===== src/rtl/vram_port_arbiter.sv =====
// vram_port_arbiter: shares one VRAM port between a host bus and a block-fill engine.
// Host requests win by default. The fill engine gets the port when the host is idle,
// or once the host has won STARVE_MAX consecutive fill cycles.
// Optional build macro VRAM_FILL_VSYNC_EN: an armed fill waits for VSYNC_PULSE before writing.
module vram_port_arbiter #(
  parameter int unsigned ADDR_W     = 9,
  parameter int unsigned STARVE_MAX = 4
) (
  input  logic              CLK,
  input  logic              RESET,
  input  logic              HOST_READ,
  input  logic              HOST_WRITE,
  input  logic [ADDR_W-1:0] HOST_ADDR,
  input  logic [3:0]        HOST_BYTE_EN,
  input  logic [31:0]       HOST_WRITEDATA,
  output logic              HOST_WAITREQUEST,
  output logic [31:0]       HOST_READDATA,
  output logic              HOST_READDATAVALID,
  input  logic              FILL_START,
  input  logic [ADDR_W-1:0] FILL_BASE,
  input  logic [ADDR_W:0]   FILL_COUNT,
  input  logic [31:0]       FILL_DATA,
  input  logic              VSYNC_PULSE,
  output logic              FILL_BUSY,
  output logic              FILL_DONE,
  output logic [ADDR_W-1:0] VRAM_ADDR,
  output logic [31:0]       VRAM_WDATA,
  output logic [3:0]        VRAM_BYTE_EN,
  output logic              VRAM_WREN,
  output logic              VRAM_REN,
  input  logic [31:0]       VRAM_RDATA
);

  localparam int unsigned CNT_W = ADDR_W + 1;
  localparam int unsigned STV_W = (STARVE_MAX < 1) ? 1 : $clog2(STARVE_MAX + 1);
  localparam logic [STV_W-1:0] STV_MAX = STV_W'(STARVE_MAX);

  typedef enum logic [1:0] {IDLE, ARMED, FILL, DONE} state_t;

  state_t            state_q, state_d;
  logic [ADDR_W-1:0] addr_q, addr_d;
  logic [CNT_W-1:0]  count_q, count_d;
  logic [31:0]       data_q, data_d;
  logic [STV_W-1:0]  starve_q, starve_d;
  logic              rvalid_q;
  logic              host_req;
  logic              fill_grant;
  logic              host_grant;

`ifndef VRAM_FILL_VSYNC_EN
  // Frame strobe has no role when fills start immediately.
  logic vsync_unused;
  assign vsync_unused = VSYNC_PULSE;
`endif

  // Grant decision; a fill write is suppressed in the reset cycle so an abort issues no write.
  always_comb begin
    host_req   = HOST_READ | HOST_WRITE;
    fill_grant = (state_q == FILL) && !RESET && (!host_req || (starve_q == STV_MAX));
    host_grant = host_req && !fill_grant;
  end

  // State and fill-context registers.
  always_ff @(posedge CLK) begin
    if (RESET) begin
      state_q  <= IDLE;
      addr_q   <= '0;
      count_q  <= '0;
      data_q   <= '0;
      starve_q <= '0;
      rvalid_q <= 1'b0;
    end else begin
      state_q  <= state_d;
      addr_q   <= addr_d;
      count_q  <= count_d;
      data_q   <= data_d;
      starve_q <= starve_d;
      rvalid_q <= host_grant && HOST_READ && !HOST_WRITE;
    end
  end

  // Next-state, fill address/count stepping and starvation counting.
  always_comb begin
    state_d  = state_q;
    addr_d   = addr_q;
    count_d  = count_q;
    data_d   = data_q;
    starve_d = '0;
    case (state_q)
      IDLE: begin
        if (FILL_START) begin
          addr_d  = FILL_BASE;
          count_d = FILL_COUNT;
          data_d  = FILL_DATA;
          state_d = ARMED;
        end
      end
      ARMED: begin
`ifdef VRAM_FILL_VSYNC_EN
        if (VSYNC_PULSE) begin
          state_d = (count_q == '0) ? DONE : FILL;
        end
`else
        state_d = (count_q == '0) ? DONE : FILL;
`endif
      end
      FILL: begin
        if (fill_grant) begin
          addr_d  = ADDR_W'(addr_q + ADDR_W'(1));
          count_d = CNT_W'(count_q - CNT_W'(1));
          if (count_q == CNT_W'(1)) begin
            state_d = DONE;
          end
        end else if (host_req) begin
          starve_d = (starve_q == STV_MAX) ? starve_q : STV_W'(starve_q + STV_W'(1));
        end
      end
      DONE: begin
        state_d = IDLE;
      end
      default: begin
        state_d = IDLE;
      end
    endcase
  end

  // VRAM port mux: fill write, host pass-through (read+write is a write), or quiet.
  always_comb begin
    VRAM_ADDR    = '0;
    VRAM_WDATA   = '0;
    VRAM_BYTE_EN = '0;
    VRAM_WREN    = 1'b0;
    VRAM_REN     = 1'b0;
    if (fill_grant) begin
      VRAM_ADDR    = addr_q;
      VRAM_WDATA   = data_q;
      VRAM_BYTE_EN = 4'hF;
      VRAM_WREN    = 1'b1;
    end else if (host_grant) begin
      VRAM_ADDR    = HOST_ADDR;
      VRAM_WDATA   = HOST_WRITEDATA;
      VRAM_BYTE_EN = HOST_BYTE_EN;
      VRAM_WREN    = HOST_WRITE;
      VRAM_REN     = HOST_READ && !HOST_WRITE;
    end
  end

  assign HOST_WAITREQUEST   = host_req && fill_grant;
  assign HOST_READDATA      = VRAM_RDATA;
  assign HOST_READDATAVALID = rvalid_q;
  assign FILL_BUSY          = (state_q != IDLE);
  assign FILL_DONE          = (state_q == DONE);

endmodule

===== config.mk =====
export PLATFORM = sky130hd
export DESIGN_NAME = vram_port_arbiter
export DESIGN_NICKNAME = d
export VERILOG_FILES = /design/src/rtl/vram_port_arbiter.sv
export SDC_FILE = /design/constraint.sdc
export NUM_CORES = 1
export LEC_CHECK = 0
export CORE_MARGIN = 2
export CORE_UTILIZATION = 38
export DETAILED_ROUTE_END_ITERATION = 6
export DONT_BUFFER_PORTS = 1
export MAX_ROUTING_LAYER = met4
export PLACE_DENSITY = 0.54
export SYNTH_ARGS = -nofsm -noshare
export SYNTH_HDL_FRONTEND = slang
export SYNTH_SLANG_ARGS = --single-unit

===== constraint.sdc =====
create_clock -name CLK -period 1.85 [get_ports CLK]
set_input_delay 0.185 -clock CLK [delete_from_list [all_inputs] [get_ports CLK]]
set_output_delay 0.185 -clock CLK [all_outputs]
set_load 0.01 [all_outputs]

==> impl_metrics.tcl <==
set metrics [dict create \
    design.final.nets 714 \
    postSynthRegisterBits 57 \
    synth_xor_xnor_area_share_pct 0 \
    clock_tree.buffer_depth 2 \
    yosys.area_share.simple_pct 26.9 \
    timing_hold_violations_final 0 \
    violations_in_the_final_reports "negative setup slack" \
    post-route-cell-area_um2 4980 \
    mostFrequentLayoutCells "nand2_1, buf_4, dfxtp_1" \
    route.detailed.wl_per_inst_um 16.6 \
    detailed_place_hpwl_mm 7.20 \
    reg2reg_launch_point "state_q[0]$_SDFFE_PP0P_" \
    ir_drop_mv 0.708 \
    total_number_of_vias 3757 \
    synthesized_area_fraction_occupied_by_adder_cells_pct 3.49 \
    grt_pass1_vias 3480 \
    num_io_pins 217 \
    leakage_nw 2.06 \
    final.period_utilization_pct 104 \
    instances_no_fill 686 \
    dpl_cell_area_um2 3830 \
    grt_max_degree 48 \
    timing_worst_slew_pin_value_ns 0.840 \
    count_of_max_cap_constraint_violations 0 \
    timing.critical_path.from "starve_q[0]$_SDFFE_PP0N_" \
    tritoncts.num_buffers 9 \
    grt_setup_unrepaired "true" \
    dominant_register_cell_in_the_synthesized_netlist "dfxtp_1" \
    chip_height_um 101 \
    grt_pass1_wl_mm 16.8 \
    clock-skew-final_ns 0.00650 \
    syn-mean-instance-area_um2 6.90 \
    async_flop_share_pct 0 \
    worst_hold_path_type "in -> reg" \
    cts_sinks 57 \
    synth.mux.area_fraction_pct 1.50 \
    place.port_buffers 0 \
    yosysUniqueCellTypes 50 \
    synth.yosys.seq_area_share_pct 31.8 \
    die_width_um 101 \
    clock_insertion_delay_worst_skew_ns 0.33 \
    drt_first_iter_violations 133 \
    path_class "reg -> out" \
    post_route_ant_nets 0 \
    h_tree_depth 3 \
    synth_compound_gate_area_share_pct 24.2 \
    route.detailed.drc 0 \
    fp.coreArea_um2 9200 \
    floorplan.initialDensity_pct 39.0 \
    hold_slack_ns 0.0470 \
    grt.total_usage_pct 21.1 \
    power_density_nw_per_um2 1170 \
    layout_commonest_cell "nand2_1" \
    synth_warnings 0 \
    fp.dieArea_um2 10200 \
    final_setup_violations 27 \
    critPathArrivalTime_ns 1.73 \
    status "complete, but fails checks" \
    final_layout_size_suffix_gt1_share_pct 27.0 \
    syn_nets 664 \
    cts_tree "done" \
    worst_slack_ns -0.0684 \
    cp-start-kind "flip-flop" \
    edff_count_synth 0 \
    upper_clock_frequency_limit_ghz 0.521 \
    critPathCaptureType "output port" \
    grt_antenna_before_repair 0 \
    gr-total-overflow 0 \
    syn-instance-count 520 \
    via_per_inst 5.48 \
    worstPathMaxFanout 7 \
    fin_crit_ns 1.92 \
    dp_cells 620 \
    clkSlewWorstSetupHoldPaths_ns 0.07 \
    synthesis.area_um2 3590 \
    design_power_total_w 0.00582 \
    hold_path_startpoint "FILL_COUNT[7]" \
    relSlewSlack_pct 44.0 \
    place.gp.congestion 0.878 \
    drv_slew 0 \
    postRouteWirelength_mm 11.4 \
    largest_family_of_logic_cells_by_synthesized_area "simple AND/OR/NAND/NOR gates" \
    row_count 35 \
    area_delta_synth_final_pct 38.7 \
    clock-root-buffer "clkbuf_8" \
    first_pass_iters 5 \
    data_required_time_of_the_critical_path_ns 1.66 \
    num_antenna_cells 0 \
]
routing by layer:
layer  wire length, µm  share of wire, %  vias up  GRT usage, %
met5                 0                 0        -             -
met4               270               2.4        0          8.11
met3               680               6.0       34          3.73
met2              5690                50      134          36.1
met1              4720                42     1760          24.7
li1                  -                 -     1829             -
synthesized netlist by cell type (7+ instances only):
master	instances	share of area, %
nor2_1	13	1.4
buf_4	34	7.1
clkbuf_1	27	2.8
o21ai_0	49	6.8
a21oi_1	47	6.6
inv_1	12	1.3
o21ai_1	8	1.1
nor3_1	7	0.98
dfxtp_1	57	32
nand2_1	169	18
ha_1	10	3.5
flip-flops by register name, summed over array words and instances (netlist names):
register	count
addr_q	9
data_q	32
HOST_READDATAVALID	1
starve_q	3
count_q	10
state_q	2
critical path: stages (launching register included):
cell       delay, ns
dfxtp_2         0.33
inv_2           0.06
ha_4            0.14
a2bb2oi_4       0.06
nor2_4          0.25
buf_12          0.18
clkbuf_16       0.18
o21ai_2         0.06
buf_4           0.13
cell families after synthesis:
kind of cell	count (synthesis)
and+or+nand+nor	226
AOI/OAI and AO/OA	142
buffers and inverters	80
DFF	57
adders and majority gates	10
muxes	5
timing repair:
| item | in CTS | in global routing |
|---|---|---|
| setup buffers | 7 | 3 |
| setup endpoints to repair | 55 | 58 |
| endpoints found under the hold margin | 47 | 0 |
| resized for setup | 63 | 55 |
| hold buffers | 34 | 0 |
| pin swaps | 6 | 23 |
| cloned | 3 | 3 |
power breakdown:
group	total (W)	switching (W)	internal (W)	leakage, nW
sequential	0.00177	0.000261	0.00151	0.469
clock	0.00117	0.000515	0.000654	0.0953
combinational	0.00288	0.00149	0.00139	1.50
area by class of cell:
type / instances / area, µm²
clock inverter: 5 / 55.1
fill: 887 / 4220
timing repair buffer: 107 / 1130
inverter: 12 / 45.0
clock buffer: 11 / 141
tap: 111 / 139
sequential: 57 / 1150
multi-input combinational: 383 / 2320
path summary, 6_finish.rpt:
kind | end | slack [ns] | cells after the start
worst max-delay path | VRAM_WDATA[26] | -0.07 | 8
worst min-delay path | count_q[7]$_SDFFE_PP0P_ | 0.05 | 2
worst max register to register | addr_q[5]$_SDFFE_PP0P_ | 0.07 | 8
worst min register to register | data_q[12]$_SDFFE_PP0P_ | 0.46 | 2
through the flow:
stage          util, %  TNS [ns]  setup WS [ns]
6_report          54.1    -0.642        -0.0684
5_1_grt           54.1     -3.83         -0.145
4_1_cts           50.5    -0.880        -0.0515
3_5_place_dp      41.7   -0.0728        -0.0486
3_3_place_gp      41.7         0         0.0117
2_1_floorplan        -         0         0.0321
No activity file was read; power rests on OpenSTA's default activity.
